[src/rtl/dsp_seq_pkg.sv]
// Shared types and constants for the DSP MAC sequencer.
package dsp_seq_pkg;

   localparam int unsigned A_W       = 18;
   localparam int unsigned B_W       = 18;
   localparam int unsigned P_W       = 48;
   localparam int unsigned OPMODE_W  = 8;
   localparam int unsigned TAG_DEPTH = 3;

   // Edges from the final accept to the result capture:
   // dsp_a register, A1/B1, M, P.
   localparam int unsigned PIPE_LAT = 4;

   // Opmode layout: [7] post-adder subtract, [5] carry-in, [4] pre-adder,
   // [3:2] Z mux, [1:0] X mux.
   localparam logic [OPMODE_W-1:0] FIRST_ADD = 8'h01;
   localparam logic [OPMODE_W-1:0] ACC_ADD   = 8'h09;
   localparam logic [OPMODE_W-1:0] FIRST_SUB = 8'h81;
   localparam logic [OPMODE_W-1:0] ACC_SUB   = 8'h89;

   typedef enum logic [1:0] {
      IDLE  = 2'd0,
      FEED  = 2'd1,
      DRAIN = 2'd2,
      HOLD  = 2'd3
   } state_e;

   // First element clears the accumulator (Z=0); later ones add onto P.
   function automatic logic [OPMODE_W-1:0] opmode_sel(input logic first, input logic sub);
      logic [OPMODE_W-1:0] op;
      if (first) op = sub ? FIRST_SUB : FIRST_ADD;
      else       op = sub ? ACC_SUB   : ACC_ADD;
      return op;
   endfunction

endpackage

[src/rtl/dsp_tag_pipe.sv]
// Valid/first tag shift register tracking accepted elements through the
// dsp_a, A1/B1 and M stages of the DSP slice.
module dsp_tag_pipe
   import dsp_seq_pkg::*;
(
   input  logic                 clk,
   input  logic                 rst_n,
   input  logic                 in_valid,
   input  logic                 in_first,
   output logic [TAG_DEPTH-1:0] tag_valid,
   output logic [TAG_DEPTH-1:0] tag_first
);

   // Shift one stage per cycle; bubbles enter as invalid tags.
   always_ff @(posedge clk or negedge rst_n) begin
      if (!rst_n) begin
         tag_valid <= '0;
         tag_first <= '0;
      end else begin
         tag_valid <= {tag_valid[TAG_DEPTH-2:0], in_valid};
         tag_first <= {tag_first[TAG_DEPTH-2:0], in_valid & in_first};
      end
   end

endmodule

[src/rtl/dsp_mac_sequencer.sv]
// Sequences a multiply-accumulate job through a DSP slice configured with
// A1REG=B1REG=MREG=PREG=OPMODEREG=1, A0REG=B0REG=0, CARRYINSEL=OPMODE5,
// direct B input. Operands stream in, the sum of products (or its negation)
// is returned through a valid/ready result handshake.
module dsp_mac_sequencer
   import dsp_seq_pkg::*;
#(
   parameter int unsigned LEN_W = 8
) (
   input  logic                clk,
   input  logic                rst_n,
   input  logic                start,
   input  logic [LEN_W-1:0]    len,
   input  logic                op_sub,
   output logic                busy,
   input  logic                in_valid,
   output logic                in_ready,
   input  logic [A_W-1:0]      in_a,
   input  logic [B_W-1:0]      in_b,
   output logic [A_W-1:0]      dsp_a,
   output logic [B_W-1:0]      dsp_b,
   output logic [OPMODE_W-1:0] dsp_opmode,
   output logic                dsp_cea,
   output logic                dsp_ceb,
   output logic                dsp_cem,
   output logic                dsp_ceopmode,
   output logic                dsp_cep,
   input  logic [P_W-1:0]      dsp_p,
   output logic                res_valid,
   input  logic                res_ready,
   output logic [P_W-1:0]      res_data
);

   localparam int unsigned DRAIN_W = $clog2(PIPE_LAT);

   state_e               state_q, state_n;
   logic [LEN_W-1:0]     cnt_q, cnt_n;
   logic [DRAIN_W-1:0]   drain_q, drain_n;
   logic                 op_sub_q, op_sub_n;
   logic                 first_q, first_n;
   logic                 in_ready_n;
   logic                 res_valid_n;
   logic [P_W-1:0]       res_data_n;
   logic                 busy_n;
   logic                 accept_c;
   logic [TAG_DEPTH-1:0] tag_valid;
   logic [TAG_DEPTH-1:0] tag_first;
   logic                 unused_tag_first;

   assign accept_c = in_valid & in_ready;

   // State and registered outputs.
   always_ff @(posedge clk or negedge rst_n) begin
      if (!rst_n) begin
         state_q   <= IDLE;
         cnt_q     <= '0;
         drain_q   <= '0;
         op_sub_q  <= 1'b0;
         first_q   <= 1'b0;
         in_ready  <= 1'b0;
         res_valid <= 1'b0;
         res_data  <= '0;
         busy      <= 1'b0;
      end else begin
         state_q   <= state_n;
         cnt_q     <= cnt_n;
         drain_q   <= drain_n;
         op_sub_q  <= op_sub_n;
         first_q   <= first_n;
         in_ready  <= in_ready_n;
         res_valid <= res_valid_n;
         res_data  <= res_data_n;
         busy      <= busy_n;
      end
   end

   // Next-state and next-output logic.
   always_comb begin
      state_n     = state_q;
      cnt_n       = cnt_q;
      drain_n     = drain_q;
      op_sub_n    = op_sub_q;
      first_n     = first_q;
      res_valid_n = res_valid;
      res_data_n  = res_data;

      case (state_q)
         IDLE: begin
            if (start) begin
               op_sub_n = op_sub;
               first_n  = 1'b1;
               if (len != '0) begin
                  cnt_n   = len;
                  state_n = FEED;
               end else begin
                  res_data_n  = '0;
                  res_valid_n = 1'b1;
                  state_n     = HOLD;
               end
            end
         end
         FEED: begin
            if (accept_c) begin
               cnt_n   = cnt_q - LEN_W'(1);
               first_n = 1'b0;
               if (cnt_q == LEN_W'(1)) begin
                  drain_n = DRAIN_W'(PIPE_LAT - 1);
                  state_n = DRAIN;
               end
            end
         end
         DRAIN: begin
            if (drain_q == '0) begin
               res_data_n  = dsp_p;
               res_valid_n = 1'b1;
               state_n     = HOLD;
            end else begin
               drain_n = drain_q - DRAIN_W'(1);
            end
         end
         HOLD: begin
            if (res_valid && res_ready) begin
               res_valid_n = 1'b0;
               state_n     = IDLE;
            end
         end
         default: state_n = IDLE;
      endcase

      busy_n     = (state_n != IDLE);
      in_ready_n = (state_n == FEED) && (cnt_n != '0);
   end

   // Operand register in front of the DSP A1/B1 stage.
   always_ff @(posedge clk or negedge rst_n) begin
      if (!rst_n) begin
         dsp_a <= '0;
         dsp_b <= '0;
      end else if (accept_c) begin
         dsp_a <= in_a;
         dsp_b <= in_b;
      end
   end

   // Opmode follows the element entering A1/B1 so the DSP opmode register
   // holds it while that element sits in M.
   always_ff @(posedge clk or negedge rst_n) begin
      if (!rst_n)            dsp_opmode <= '0;
      else if (tag_valid[0]) dsp_opmode <= opmode_sel(tag_first[0], op_sub_q);
      else                   dsp_opmode <= '0;
   end

   dsp_tag_pipe u_tag_pipe (
      .clk       (clk),
      .rst_n     (rst_n),
      .in_valid  (accept_c),
      .in_first  (first_q),
      .tag_valid (tag_valid),
      .tag_first (tag_first)
   );

   assign dsp_cea          = tag_valid[0];
   assign dsp_ceb          = tag_valid[0];
   assign dsp_cem          = tag_valid[1];
   assign dsp_cep          = tag_valid[2];
   assign dsp_ceopmode     = busy;
   assign unused_tag_first = ^tag_first[TAG_DEPTH-1:1];

endmodule

[config.mk]
export PLATFORM = sky130hd
export DESIGN_NAME = dsp_mac_sequencer
export DESIGN_NICKNAME = d
export VERILOG_FILES = /design/src/rtl/dsp_seq_pkg.sv /design/src/rtl/dsp_tag_pipe.sv /design/src/rtl/dsp_mac_sequencer.sv
export SDC_FILE = /design/constraint.sdc
export NUM_CORES = 1
export LEC_CHECK = 0
export ABC_CLOCK_PERIOD_IN_PS = 4700
export CAP_MARGIN = 40
export CORE_MARGIN = 8
export CORE_UTILIZATION = 46
export DETAILED_ROUTE_END_ITERATION = 8
export PLACE_DENSITY_LB_ADDON = 0.1
export SETUP_SLACK_MARGIN = 0.5
export SYNTH_ARGS = -nofsm -noshare
export SYNTH_HDL_FRONTEND = slang
export SYNTH_HIERARCHICAL = 1
export SYNTH_SLANG_ARGS = --single-unit
export TNS_END_PERCENT = 5
[constraint.sdc]
create_clock -name clk -period 4.7 [get_ports clk]
set_input_delay 0.94 -clock clk [delete_from_list [all_inputs] [get_ports clk]]
set_output_delay 0.94 -clock clk [all_outputs]
set_load 0.05 [all_outputs]
== Word-level counts from Yosys, hierarchy flattened ==
Index checks and enable logic that the tools add are counted.

* Bits in registers: 113
* Input bits: 98
* Output and inout bits: 100

* Add/sub/neg operators: 2
* Eq/ne operators: 12
* Multiplexer cells: 31
* Bitwise logic cells: 2
* Reductions and logical operators: 16

{| class="wikitable"
|+ Operators by type and width
! cell !! number
|-
| $mux W48 || 3
|-
| $pmux W48 S2 || 1
|-
| $mux W8 || 7
|-
| $mux W2 || 9
|-
| $pmux W8 S2 || 1
|-
| $reduce_bool A8 Y1 || 2
|-
| $ne A2 B2 Y1 const B || 6
|-
| $eq A8 B1 Y1 const B || 1
|-
| $pmux W2 S4 || 1
|-
| $reduce_and A4 Y1 || 2
|-
| $reduce_bool A2 Y1 || 4
|-
| $sub A8 B1 Y8 const B || 1
|-
| $mux W1 || 6
|-
| $reduce_and A5 Y1 || 1
|-
| $eq A2 B1 Y1 const B || 2
|-
| $eq A2 B2 Y1 const B || 2
|-
| $logic_not A2 Y1 || 2
|-
| $pmux W2 S2 || 1
|-
| $pmux W1 S3 || 1
|-
| $reduce_and A3 Y1 || 1
|-
| $reduce_bool A3 Y1 || 1
|-
| $and A1 B1 Y1 || 2
|-
| $logic_and A1 B1 Y1 || 2
|-
| $ne A2 B1 Y1 const B || 1
|-
| 3 further kinds || 3
|}

== Longest topological paths before layout ==
* Depth after elaboration: 6
* Gate-level depth with buffers: 9

== Hierarchy ==
The synthesis kept the hierarchy.

{| class="wikitable"
|+ Modules (own cells, without submodules)
! module !! times used !! cells each !! area each (um^2)
|-
| dsp_mac_sequencer || 1 || 421 || 4,468.0
|-
| dsp_tag_pipe || 1 || 7 || 156.4
|}

== Worst setup path before layout ==
Ideal clock, no wire load.

* Kind: input -> register
* From: input start
* To: register in_ready
* Data arrival time: 2.608 ns
* Required time: 4.574 ns
* Setup slack: 1.966 ns
* Stages: 6
* Path buffers: 1
* Cells stage by stage: or3b_1 -> buf_6 -> a21o_1 -> a31o_1 -> or4_1 -> o32a_1

* Longest elaborated chain between the ends: 4
* Elaborated cells on any way between the ends: 7

{| class="wikitable"
|+ RTL lines
! what !! line !! source
|-
| start, declared || dsp_mac_sequencer.sv:12 || <nowiki>input logic start,</nowiki>
|-
| $mux W8 || dsp_mac_sequencer.sv:89 || <nowiki>if (start) begin</nowiki>
|-
| $pmux W8 S2 || dsp_mac_sequencer.sv:87 || <nowiki>case (state_q)</nowiki>
|-
| net cnt_n[4] || dsp_mac_sequencer.sv:37 || <nowiki>logic [LEN_W-1:0] cnt_q, cnt_n;</nowiki>
|-
| $reduce_bool A8 Y1 || dsp_mac_sequencer.sv:131 || <nowiki>in_ready_n = (state_n == FEED) && (cnt_n != '0);</nowiki>
|-
| $logic_and A1 B1 Y1 || dsp_mac_sequencer.sv:131 ||
|-
| net in_ready_n || dsp_mac_sequencer.sv:41 || <nowiki>logic in_ready_n;</nowiki>
|-
| end signal, assigned || dsp_mac_sequencer.sv:70 || <nowiki>in_ready <= in_ready_n;</nowiki>
|-
| end, declared || dsp_mac_sequencer.sv:17 || <nowiki>output logic in_ready,</nowiki>
|}

The timed path passes the listed nets, and every way through them passes these cells.
A chain may end at the register's enable or synchronous reset.

== Final worst setup path ==
Same ends and word-level chain as after synthesis.

==> run summary <==
=======================================================================================
Result of the run                                                          finished clean
Highest net fanout along the worst path                                               9
Nets                                                                                706
Number of antenna diodes                                                              0
Cell at the root of the clock tree                                             clkbuf_8
Final wirelength                                                               13000 um
Most common cell after layout, fill and taps aside                         clkdlybuf4s50_1
Routing usage on met3                                                            0.0730
Number of rows in the core area                                                      36
CP Capture Point                                                               in_ready
Required time of the critical path                                              4.95 ns
Sinks on the clock net                                                              108
Pin count of the biggest net entering global routing                                 97
RD Place Congestion                                                               0.815
Count of filler cells inserted in the layout                                        776
Upper clock frequency limit                                                     312 MHz
Floorplan die width                                                              116 um
Count of mapped cells out of synthesis                                              426
Layout area overhead                                                              48.4%
Routed Antenna Nets                                                                   0
Startpoint of the worst setup timing path                                         start
Area of the die                                                            0.0134 sq mm
HPWL after detailed placement                                                   9950 um
Period Utilization, post-route                                                    0.682
Post-route total power                                                        0.00490 W
Endpoint of the worst-slack reg-to-reg timing path                             in_ready
Setup Slack @ Placement                                                         1.12 ns
Worst IR Drop VDD                                                              0.391 mV
Post-route standard cell area excluding fillers                            0.00679 sq mm
R2r startpoint                                                               state_q[0]
Average wire per cell in the routed design                                      17.5 um
Average instance area after synthesis                                        10.7 sq um
Hold-critical path depth                                                              1
Number of antenna violations at the first check in global routing                     0
Layout cell share with drive strength beyond 1                                    0.103
Yosys Warn Count                                                                      6
Relative max-transition margin                                                    0.428
Met1 usage in global routing                                                      0.234
Vias after detailed routing                                                        3712
Leakage power                                                                   2.82 nW
Setup ws final                                                                  1.50 ns
Standard cell area after detailed placement                                0.00658 sq mm
WS Path Type                                                                  in -> reg
Number of failing hold endpoints at the final stage                                   0
Post-cts gate resize count                                                            0
Count of buffers added by post-CTS timing repair for setup                            0
Grt met2 use                                                                      0.326
FF-to-FF path depth                                                                   5
Global-route wire length before repair                                         20700 um
CTS tree                                                                          built
Aggregate global-route resource usage                                             0.197
R2R setup slack                                                                 1.94 ns
Power Dens Cells                                                            722 mW/mm^2
Post-route setup TNS                                                               0 ns
Area of the placeable core                                                 0.00973 sq mm
Commonest cells after routing, fill and taps aside                         191 x clkdlybuf4s50_1, 108 x dfrtp_1, 56 x inv_1
Element type at the critical path end                                          register
RSZ-0062 raised after global routing                                              false
Number of buffers added on ports                                                    192
Final Non-Filler Cells                                                              743
Number of placed I/O pins                                                           198
Max-cap check violation count                                                         0
Clock latency reported for the late side of the worst-skew pair                 0.36 ns
Worst Hold Class                                                             reg -> reg
Number of iterations in the first detailed-routing pass                               4
Via-per-instance ratio                                                             5.00
Post-synth design cell area                                                0.00457 sq mm
Worst-path clk slew                                                             0.11 ns
Setup-failing EPs final                                                               0
DP Cell Count                                                                       727
Die Y-Extent                                                                     116 um
Worst-Margin Slew                                                              0.856 ns
Number of hold buffers added after CTS                                                0
TritonCTS buffer count                                                                9
Data arrival at the endpoint of the critical path                               3.46 ns
Number of violations reported at the end of detailed-routing iteration 0            230
Number of global-route vias before repair                                          3936
Global route hottest layer                                                         met2
Residual DRC count                                                                    0
Number of levels the H-tree was split into                                            3
Max Transition Viols Final                                                            0
Clock Skew                                                                    0.0118 ns
Sum of overflow across all layers after global routing                                0
Initial standard-cell utilization of the core                                     0.470
CP Launch Type                                                             primary input
Post-layout minimum cycle time                                                  3.20 ns
Buffer levels on the longest clock path                                               2
=======================================================================================
==> metrics by stage <==
step	utilization	hold slack, ns
floorplan	-	0.378
detailed placement	0.676	0.372
global route	0.698	0.396
global placement	0.673	0.358
finish	0.698	0.389
CTS	0.698	0.395
==> routing by layer <==
layer	wire length [um]	up-vias	part of all wire
met4	293	0	0.023
met2	6220	146	0.48
met1	5260	1757	0.40
li1	-	1788	-
met3	1250	21	0.096
met5	0	-	0
==> cell type report <==
class | instances | area, sq um | share of cell area
clock buffer | 9 | 124 | 0.0183
clock inverter | 7 | 82.6 | 0.0122
inverter | 56 | 210 | 0.0310
multi-input combinational | 233 | 1520 | 0.225
sequential | 108 | 2700 | 0.398
tap | 133 | 166 | 0.0245
timing repair buffer | 197 | 1980 | 0.291
==> critical path, cell delays in order <==
cell	delay, ns
clkdlybuf4s50_1	0.57
or3b_1	0.56
a21o_1	0.31
a31o_1	0.25
or4_1	0.53
o32a_1	0.30
==> registers in the layout, summed over array words and instances (netlist names) <==
signal	cells
busy	1
cnt_q	8
drain_q	2
dsp_a	18
dsp_b	18
dsp_opmode	3
first_q	1
in_ready	1
op_sub_q	1
res_data	48
res_valid	1
state_q	2
u_tag_pipe/tag_first	1
u_tag_pipe/tag_valid	3
==> power by group <==
| group | total (W) | internal [W] | switching, W |
|---|---|---|---|
| registers | 0.00158 | 0.00131 | 0.000267 |
| logic | 0.00274 | 0.000958 | 0.00178 |
| clock network | 0.000586 | 0.000257 | 0.000329 |
==> worst min path at each step <==
| stage | from | slack, ns | end |
|---|---|---|---|
| 6_report | u_tag_pipe/tag_first[0] | 0.39 | dsp_opmode[3] |
| 5_1_grt | u_tag_pipe/tag_first[0] | 0.40 | dsp_opmode[3] |
| 4_1_cts | u_tag_pipe/tag_first[0] | 0.39 | dsp_opmode[3] |
| 3_5_place_dp | u_tag_pipe/tag_valid[1] | 0.37 | u_tag_pipe/tag_valid[2] |
| 3_3_place_gp | u_tag_pipe/tag_valid[1] | 0.36 | u_tag_pipe/tag_valid[2] |
| 2_1_floorplan | u_tag_pipe/tag_first[0] | 0.38 | dsp_opmode[3] |
(Power assumes the default switching activity.)
